**src/rtl/calc1_pkg.sv**
```systemverilog
// Shared encodings for the calc1 request/response protocol.
// The driver, checker, reference model and responder all import these
// constants, so every agent agrees on the command and response codes.
package calc1_pkg;

  localparam int DATA_W = 32;

  // Command codes carried on req_cmd_in. Any other non-zero code is invalid.
  localparam logic [0:3] CMD_NOP = 4'd0;
  localparam logic [0:3] CMD_ADD = 4'd1;
  localparam logic [0:3] CMD_SUB = 4'd2;
  localparam logic [0:3] CMD_SHL = 4'd5;
  localparam logic [0:3] CMD_SHR = 4'd6;

  // Response codes carried on out_resp.
  localparam logic [0:1] RESP_NONE = 2'd0;
  localparam logic [0:1] RESP_OK   = 2'd1;
  localparam logic [0:1] RESP_OVF  = 2'd2;
  localparam logic [0:1] RESP_INV  = 2'd3;

  // Responder transaction states.
  typedef enum logic [1:0] {
    IDLE = 2'd0,
    OP2  = 2'd1,
    EXEC = 2'd2,
    RESP = 2'd3
  } state_t;

endpackage

```
**src/rtl/calc1_port_responder_if.sv**
```systemverilog
// Single calc1 port: request from the driver, response back from the
// responder.
//   req_cmd_in  [0:3]  command (master -> slave)
//   req_data_in [0:31] operand1 in the command cycle, operand2 the next
//   out_resp    [0:1]  response code, non-zero for one cycle only
//   out_data    [0:31] result, zero whenever out_resp is zero
//   busy               transaction in flight
//   drop_count  [0:7]  saturating count of commands refused while busy
// The master modport is the driver side, the slave modport the responder.
interface calc1_port_responder_if;

  logic [0:3]                     req_cmd_in;
  logic [0:calc1_pkg::DATA_W-1]   req_data_in;
  logic [0:1]                     out_resp;
  logic [0:calc1_pkg::DATA_W-1]   out_data;
  logic                           busy;
  logic [0:7]                     drop_count;

  modport master (
    output req_cmd_in,
    output req_data_in,
    input  out_resp,
    input  out_data,
    input  busy,
    input  drop_count
  );

  modport slave (
    input  req_cmd_in,
    input  req_data_in,
    output out_resp,
    output out_data,
    output busy,
    output drop_count
  );

endinterface

```
**src/rtl/calc1_port_responder_alu.sv**
```systemverilog
// Combinational calc1 execute unit.
//   cmd  [0:3]  latched command
//   op1  [0:31] first operand
//   op2  [0:31] second operand (only the low SHIFT_BITS used for shifts)
//   resp [0:1]  OK, OVF (add carry / sub borrow) or INV (unknown command)
//   data [0:31] result; forced to zero unless resp is OK
// Bit 0 is the MSB throughout; all arithmetic is unsigned.
module calc1_alu
  import calc1_pkg::*;
#(
  parameter int SHIFT_BITS = 5
) (
  input  logic [0:3]        cmd,
  input  logic [0:DATA_W-1] op1,
  input  logic [0:DATA_W-1] op2,
  output logic [0:1]        resp,
  output logic [0:DATA_W-1] data
);

  // sum[0] is the carry out, sum[1:DATA_W] the 32-bit result.
  logic [0:DATA_W]         sum;
  logic [SHIFT_BITS-1:0]   shamt;

  always_comb begin
    sum   = {1'b0, op1} + {1'b0, op2};
    // Low-order bits of op2 sit at the high indices of the [0:31] range.
    shamt = op2[DATA_W-SHIFT_BITS +: SHIFT_BITS];
    resp  = RESP_INV;
    data  = '0;
    case (cmd)
      CMD_ADD: begin
        if (sum[0]) begin
          resp = RESP_OVF;
        end else begin
          resp = RESP_OK;
          data = sum[1:DATA_W];
        end
      end
      CMD_SUB: begin
        if (op2 > op1) begin
          resp = RESP_OVF;
        end else begin
          resp = RESP_OK;
          data = op1 - op2;
        end
      end
      CMD_SHL: begin
        resp = RESP_OK;
        data = op1 << shamt;
      end
      CMD_SHR: begin
        resp = RESP_OK;
        data = op1 >> shamt;
      end
      default: begin
        resp = RESP_INV;
        data = '0;
      end
    endcase
  end

endmodule

```
**src/rtl/calc1_port_responder.sv**
```systemverilog
// calc1 single-port responder: captures a command plus two operands,
// waits LATENCY execute cycles and returns a one-cycle response pulse.
//   c_clk   clock, all logic on the rising edge
//   reset   synchronous active-high reset; aborts any transaction silently
//   bus     calc1_port_responder_if slave modport (request in, response out)
// Parameters:
//   LATENCY     execute cycles between operand2 capture and response (1..15)
//   SHIFT_BITS  low operand2 bits used as the shift amount
// Only one transaction is in flight; commands arriving while busy are
// dropped and counted, and never disturb the transaction in flight.
module calc1_port_responder
  import calc1_pkg::*;
#(
  parameter int LATENCY    = 3,
  parameter int SHIFT_BITS = 5
) (
  input  logic                  c_clk,
  input  logic                  reset,
  calc1_port_responder_if.slave bus
);

  localparam logic [3:0] CNT_LOAD = 4'(LATENCY - 1);

  state_t            state;
  state_t            state_nxt;
  logic [3:0]        cnt;
  logic [3:0]        cnt_nxt;
  logic              cap_p0;
  logic              cap_p1;
  logic              vld_p2;
  logic              cmd_live;
  logic              drop;

  logic [0:3]        cmd_p0;
  logic [0:DATA_W-1] op1_p0;
  logic [0:DATA_W-1] op2_p1;
  logic [0:1]        alu_resp;
  logic [0:DATA_W-1] alu_data;
  logic [0:1]        resp_p2;
  logic [0:DATA_W-1] data_p2;
  logic [7:0]        drops;

  function automatic logic [7:0] sat_inc(input logic [7:0] v);
    return (v == 8'hFF) ? v : v + 8'd1;
  endfunction

  assign cmd_live = (bus.req_cmd_in != CMD_NOP);
  assign drop     = (state != IDLE) && cmd_live;

  always_comb begin
    state_nxt = state;
    cnt_nxt   = cnt;
    cap_p0    = 1'b0;
    cap_p1    = 1'b0;
    vld_p2    = 1'b0;
    case (state)
      IDLE: begin
        if (cmd_live) begin
          cap_p0    = 1'b1;
          state_nxt = OP2;
        end
      end
      OP2: begin
        cap_p1    = 1'b1;
        cnt_nxt   = CNT_LOAD;
        state_nxt = EXEC;
      end
      EXEC: begin
        if (cnt == 4'd0) begin
          vld_p2    = 1'b1;
          state_nxt = RESP;
        end else begin
          cnt_nxt = cnt - 4'd1;
        end
      end
      RESP: begin
        state_nxt = IDLE;
      end
      default: begin
        state_nxt = IDLE;
      end
    endcase
  end

  always_ff @(posedge c_clk) begin
    if (reset) begin
      state   <= IDLE;
      cnt     <= 4'd0;
      drops   <= 8'd0;
      resp_p2 <= RESP_NONE;
      data_p2 <= '0;
    end else begin
      state <= state_nxt;
      cnt   <= cnt_nxt;
      if (drop) begin
        drops <= sat_inc(drops);
      end
      // stage p2: result registered on entry to RESP, zero otherwise
      resp_p2 <= vld_p2 ? alu_resp : RESP_NONE;
      data_p2 <= vld_p2 ? alu_data : '0;
    end
  end

  // stage p0/p1: command+operand1 then operand2 capture; data path, no reset
  always_ff @(posedge c_clk) begin
    if (cap_p0) begin
      cmd_p0 <= bus.req_cmd_in;
      op1_p0 <= bus.req_data_in;
    end
    if (cap_p1) begin
      op2_p1 <= bus.req_data_in;
    end
  end

  calc1_alu #(
    .SHIFT_BITS (SHIFT_BITS)
  ) u_alu (
    .cmd  (cmd_p0),
    .op1  (op1_p0),
    .op2  (op2_p1),
    .resp (alu_resp),
    .data (alu_data)
  );

  assign bus.out_resp   = resp_p2;
  assign bus.out_data   = data_p2;
  assign bus.busy       = (state != IDLE);
  assign bus.drop_count = drops;

endmodule

```
**src/flat_wrapper.sv**
```systemverilog
// flat-port wrapper written by rule: the top's interface ports become plain ports
module calc1_port_responder_flat import calc1_pkg::*;
#(
  parameter int LATENCY    = 3,
  parameter int SHIFT_BITS = 5
)
  (c_clk, reset, bus_req_cmd_in, bus_req_data_in, bus_out_resp, bus_out_data, bus_busy, bus_drop_count);
  calc1_port_responder_if bus_i ();
  input  logic c_clk;
  input  logic reset;
  input wire logic [$bits(bus_i.req_cmd_in)-1:0] bus_req_cmd_in;
  input wire logic [$bits(bus_i.req_data_in)-1:0] bus_req_data_in;
  output wire logic [$bits(bus_i.out_resp)-1:0] bus_out_resp;
  output wire logic [$bits(bus_i.out_data)-1:0] bus_out_data;
  output wire logic [$bits(bus_i.busy)-1:0] bus_busy;
  output wire logic [$bits(bus_i.drop_count)-1:0] bus_drop_count;
  assign bus_i.req_cmd_in = bus_req_cmd_in;
  assign bus_i.req_data_in = bus_req_data_in;
  assign bus_out_resp = bus_i.out_resp;
  assign bus_out_data = bus_i.out_data;
  assign bus_busy = bus_i.busy;
  assign bus_drop_count = bus_i.drop_count;
  calc1_port_responder #(.LATENCY(LATENCY), .SHIFT_BITS(SHIFT_BITS)) u_core (.c_clk(c_clk), .reset(reset), .bus(bus_i));
endmodule
```
**config.mk**
```make
export PLATFORM = sky130hd
export DESIGN_NAME = calc1_port_responder_flat
export DESIGN_NICKNAME = d
export VERILOG_FILES = /design/src/rtl/calc1_pkg.sv /design/src/rtl/calc1_port_responder_if.sv /design/src/rtl/calc1_port_responder_alu.sv /design/src/rtl/calc1_port_responder.sv /design/src/flat_wrapper.sv
export SDC_FILE = /design/constraint.sdc
export NUM_CORES = 1
export LEC_CHECK = 0
export CORE_MARGIN = 2
export CORE_UTILIZATION = 26
export DETAILED_ROUTE_END_ITERATION = 16
export PLACE_DENSITY = 0.42
export SKIP_LAST_GASP = 1
export SLEW_MARGIN = 10
export SYNTH_ARGS = -nofsm -noshare
export SYNTH_HDL_FRONTEND = slang
export SYNTH_SLANG_ARGS = --single-unit
```
**constraint.sdc**
```tcl
create_clock -name c_clk -period 5.2 [get_ports c_clk]
set_input_delay 1.3 -clock c_clk [delete_from_list [all_inputs] [get_ports c_clk]]
set_output_delay 1.3 -clock c_clk [all_outputs]
set_load 0.05 [all_outputs]
```
Yosys cells after proc, flatten, opt, wreduce, memory -nomap -nowiden

Cells that the tools add are included.

$add $sub $neg: 4
Order comparisons: 1
Eq/ne operators: 11
Shifts and indexed selects: 2
Mux-type cells: 16
Bitwise operators: 2
Reductions and logical operators: 11

Operators by type and width:

| cell                                                                     | count |
|---|---|
| 32-bit one-hot mux with 4 select lines                                   | 1 |
| 32-bit two-way mux                                                       | 2 |
| 32-bit by 32-bit adder with 33-bit output                                | 1 |
| 32-bit > comparator                                                      | 1 |
| 32-bit by 5-bit left shift with 32-bit output                            | 1 |
| 32-bit by 5-bit >> shifter with 32-bit output                            | 1 |
| 32-bit subtractor                                                        | 1 |
| 8-bit by 1-bit adder with 8-bit output (second input constant)           | 1 |
| 4-bit by 3-bit equality test with 1-bit output (second input constant)   | 2 |
| 8-bit equality test (second input constant)                              | 1 |
| 2-bit two-way mux                                                        | 4 |
| 2-bit one-hot mux with 4 select lines                                    | 1 |
| 4-bit one-hot mux with 2 select lines                                    | 1 |
| 2-bit one-hot mux with 3 select lines                                    | 1 |
| 2-bit AND reduction                                                      | 3 |
| 1-bit two-way mux                                                        | 5 |
| 2-bit equality test (second input constant)                              | 2 |
| 4-bit by 1-bit equality test with 1-bit output (second input constant)   | 1 |
| 4-bit by 2-bit equality test with 1-bit output (second input constant)   | 1 |
| 4-bit logical NOT                                                        | 1 |
| 4-bit two-way mux                                                        | 1 |
| 2-bit by 1-bit inequality test with 1-bit output (second input constant) | 2 |
| 2-bit nonzero test                                                       | 2 |
| 4-bit nonzero test                                                       | 1 |
| 7 further kinds                                                          | 9 |

Register bits after elaboration: 116
Input port bits: 38
Output and inout bits: 43
Logic and storage cells: 55

Longest topological paths before layout

Depth after elaboration: 5
Gate-level depth with buffers: 15
Mapped depth without buffers: 12

By module

From an unflattened synthesis, not the netlist that was laid out.

Cell total of the unflattened synthesis: 1283
Area total of the unflattened synthesis: 10885.4 um^2

Modules (own cells, without submodules):

| module               | instances | cells each | area each (um^2) | seq. area each (um^2) |
|---|---|---|---|---|
| calc1_alu            | 1         | 1057       | 7170.6           | 0.0 |
| calc1_port_responder | 1         | 226        | 3714.8           | 3002.9 |

Least setup slack after synthesis

OpenSTA, ideal clock, no wires.

Kind: reg-to-reg
Start: register u_core.op2_p1[30] (netlist name)
End: register u_core.data_p2, in the netlist u_core.bus.out_data[12]
Library setup time: 0.128 ns
Arrival: 3.515 ns
Data required time: 5.072 ns
Path slack: 1.557 ns
Cell stages (with the launch flop): 16
Path buffers: 4
Period minus slack after synthesis: 3.643 ns
Path through: edfxtp_1 -> clkbuf_1 -> inv_1 -> buf_1 -> clkbuf_1 -> fa_1 -> o21ba_1 -> a2111oi_4 -> o21ai_2 -> o31ai_4 -> a22oi_4 -> nand2_4 -> a21oi_4 -> buf_4 -> a221oi_2 -> nor2_1

Word-level cells in the longest chain between the ends: 3
Elaborated cells between the ends (all ways): 8
Those cells by class: add/sub: 2; order compare: 1; shift: 2; mux: 3

RTL lines:

| item                                         | RTL line                                                       | source |
|---|---|---|
| from (decl)                                  | calc1_port_responder.sv:36                                     | `logic [0:DATA_W-1] op2_p1;` |
| from (signal assigned)                       | calc1_port_responder.sv:111                                    | `op2_p1 <= bus.req_data_in;` |
| 32-bit subtractor (tied with other cells)    | calc1_port_responder_alu.sv:44                                 | `data = op1 - op2;` |
| 32-bit two-way mux, on equally long branches | calc1_port_responder_alu.sv:40, calc1_port_responder_alu.sv:32 |  |
| 32-bit one-hot mux with 4 select lines (*)   | calc1_port_responder_alu.sv:30                                 | `case (cmd)` |
| to (signal assigned)                         | calc1_port_responder.sv:100                                    | `data_p2 <= vld_p2 ? alu_data : '0;` |
| to (decl)                                    | calc1_port_responder.sv:40                                     | `logic [0:DATA_W-1] data_p2;` |

Every way passes the cells marked *; elsewhere a longest branch is shown, timed or not.
A chain may end at the register's enable or synchronous reset.

Worst setup path in the final report

Start: register u_core.op2_p1[27] (netlist name)
End: register u_core.data_p2, in the netlist u_core.bus.out_data[18]

The elaborated chain is that of the path after synthesis.

==> results_dict.tcl <==
set metrics [dict create \
    maxCapViolations 0 \
    chipHeight_um 209 \
    grt_use_total 0.189 \
    overflow 0 \
    via_per_inst 5.47 \
    hold_depth 2 \
    core_area_um2 41100 \
    place_congestion 0.907 \
    cp.required_ns 5.54 \
    grt_pass1_vias 9788 \
    crit_buf_inv 2 \
    mappedNetlistNets 1387 \
    routed_wl_um 41300 \
    syn_area_um2 10900 \
    rr_worst_depth 11 \
    hp-start "u_core.cnt[2]$_SDFFE_PP0P_" \
    fmax_ghz 0.236 \
    wl_per_cell_um 22.2 \
    cts_root_buf "clkbuf_16" \
    die_w_um 209 \
    min_period_ns 4.24 \
    total_power_mw 8.06 \
    hold_viol_final 0 \
    yosysTopAreaCell "edfxtp_1" \
    p_leak_nw 4.67 \
    avgSynthCellArea_um2 8.53 \
    worstSetupPathType "register to register" \
    setup_viol 0 \
    portBuffers 80 \
    cts-buffers-inserted 17 \
    fp-row-count 74 \
    power_density_nw_per_um2 634 \
    first_iter_violations 969 \
    worst_slew_margin_rel 0.272 \
    worst_r2r_endpoint "u_core.bus.out_data[18]$_SDFF_PP0_" \
    cp_max_fo 22 \
    holdPathEnd "u_core.cnt[2]$_SDFFE_PP0P_" \
    crit_family "compound AO/OA/AOI/OAI gates" \
    areaGrowthSynthToFinish_pct 16.7 \
    worst_pin_slew_ns 1.08 \
    hold_path.class "register to register" \
    synthArstFlopShare 0 \
    grt_pass1_wl_um 62200 \
    endpoint_kind "register" \
    cp_common_cell "o21a_1" \
    clock_tree.htree_level_count 4 \
    synth.top_cell.area_share 0.188 \
    path_cells "clkinv_1 -> ha_1 -> o21a_1 -> o31a_1 -> o21a_1 -> o211ai_1 -> a211oi_1 -> o21a_1 -> buf_4 -> a211oi_2 -> a31oi_1" \
    grt_antenna_before_repair 2 \
    run_status "finished, final reports clean" \
    drv_slew 0 \
    hold_buffers 0 \
    r2r_slack_ns 0.96 \
    fillers 4449 \
    cts_sinks 116 \
    synthCells 1276 \
    synth-seq-area-share 0.276 \
    drc 0 \
    fin_util 0.309 \
    cts.clk_slew.worst_paths_ns 0.06 \
    dp.final_hpwl_um 31900 \
    synth_edf_count 68 \
    ys_ff_latch 116 \
    peakVddDrop_mv 0.274 \
    critPathArrivalTime_ns 4.59 \
    cts_tree "built" \
    start_kind "register" \
    cpMaxStageDelayCell "o21a_1" \
    yosys_warnings 0 \
    cpPeakStageDelay_ns 0.89 \
    drtPass1Iterations 5 \
    design_area_um2 12700 \
    dieArea_um2 43500 \
    cts_resized 0 \
    tns_ns 0 \
    final_nets 1423 \
    placed_area_um2 12100 \
    synth.area.top_cells "edfxtp_1, dfxtp_1, ha_1, a21oi_1, mux2i_1" \
    drtAntennaViolNets 0 \
    rsz0062_at_grt "no" \
    post-route-period-util 0.816 \
    ys.flop_type "edfxtp_1" \
    post_cts_buffers 0 \
    initial_utilization 0.265 \
    io-pin-count 81 \
    drive_above_1_share 0.0989 \
    skew_ns 0.0193 \
    cts_buffer_depth 2 \
    insertion_delay_ns 0.46 \
    grt_max_degree 60 \
    r2r_start "u_core.op2_p1[27]$_DFFE_PP_" \
    vias 10200 \
    yosysUniqueCellTypes 91 \
]
## report_power, final
part	internal [mW]	switching [mW]
logic	1.90	3.39
clock network	0.705	0.478
registers	1.28	0.314
## cell usage in the layout, fill, tap and decap left out, types with 17 or more instances in the layout
master	instances
a21o_1	18
a21oi_1	127
a22oi_1	23
a31oi_1	22
buf_4	17
clkbuf_16	17
clkdlybuf4s50_1	80
dfxtp_1	48
edfxtp_1	68
ha_1	70
inv_1	67
mux2_2	23
mux2i_1	60
mux4_2	18
nand2_1	74
nand2b_1	25
nand3_1	18
nor2_1	136
nor3_1	23
o21ai_0	61
o22ai_1	28
xnor2_1	30
## state kept, by name, summed over array words and instances (netlist names)
signal / count
u_core.bus.drop_count: 8
u_core.bus.out_data: 32
u_core.bus.out_resp: 2
u_core.cmd_p0: 4
u_core.cnt: 4
u_core.op1_p0: 32
u_core.op2_p1: 32
u_core.state: 2
## worst max-delay path by stage
stage,startpoint,endpoint,slack (ns),cells past startpoint
after CTS,u_core.op2_p1[27]$_DFFE_PP_,u_core.bus.out_data[18]$_SDFF_PP0_,0.89,11
after detailed placement,u_core.op2_p1[27]$_DFFE_PP_,u_core.bus.out_data[18]$_SDFF_PP0_,0.89,11
after global routing,u_core.op2_p1[27]$_DFFE_PP_,u_core.bus.out_data[18]$_SDFF_PP0_,0.66,11
after global placement,u_core.op2_p1[27]$_DFFE_PP_,u_core.bus.out_data[18]$_SDFF_PP0_,1.0,11
after floorplan,u_core.op2_p1[30]$_DFFE_PP_,u_core.bus.out_data[12]$_SDFF_PP0_,1.56,15
final,u_core.op2_p1[27]$_DFFE_PP_,u_core.bus.out_data[18]$_SDFF_PP0_,0.96,11
## logic make-up (layout without fill, tap and decap cells)
logic type                 after synthesis  in the layout  share of synthesized area
AOI/OAI and AO/OA                      430            430                      0.272
and+or+nand+nor                        361            361                      0.158
buffers and inverters                  156            205                     0.0611
DFF                                    116            116                      0.276
muxes                                  101            101                      0.116
adders and majority gates               73             73                     0.0853
xor gates and xnor gates                39             39                     0.0314
other                                    0              1                          0
## worst register-to-register path, delay by kind of cell (launching register included)
family | cells | cell delay (ns)
compound gates | 8 | 2.46
buf+inv | 2 | 0.68
fa+ha+maj | 1 | 0.64
flops | 1 | 0.35
## per-stage QoR
stage          setup slack [ns]  instances  hold slack, ns
3_3_place_gp              0.996       1825           0.462
4_1_cts                   0.890       1857           0.479
5_1_grt                   0.656       1857           0.504
6_report                  0.956       1858           0.478
3_5_place_dp              0.894       1825           0.468
2_1_floorplan              1.56       1276           0.442
## cell type report
| type | instances | area (um^2) | share of cell area |
|---|---|---|---|
| clock inverter | 15 | 158 | 0.0124 |
| timing repair buffer | 97 | 928 | 0.0731 |
| multi-input combinational | 1004 | 7230 | 0.569 |
| inverter | 76 | 285 | 0.0225 |
| sequential | 116 | 3000 | 0.236 |
| antenna | 1 | 2.50 | 0.000197 |
| clock buffer | 17 | 425 | 0.0335 |
| tap | 532 | 666 | 0.0524 |
## synth_stat cells (28+ instances only)
| cell type | instances |
|---|---|
| nand2_1 | 74 |
| edfxtp_1 | 68 |
| nor2_1 | 137 |
| a21oi_1 | 127 |
| o21ai_0 | 61 |
| ha_1 | 71 |
| inv_1 | 67 |
| dfxtp_1 | 48 |
| clkbuf_1 | 37 |
| o22ai_1 | 28 |
| xnor2_1 | 30 |
| mux2i_1 | 60 |
## layer usage
metal | up-vias | routed length, um | track usage
met5 | - | 12 | 0
met4 | 2 | 707 | 0.0505
met3 | 44 | 2410 | 0.0380
met2 | 319 | 19400 | 0.306
met1 | 4970 | 18800 | 0.258
li1 | 4821 | - | -
Power figures use the tool's default switching activity.
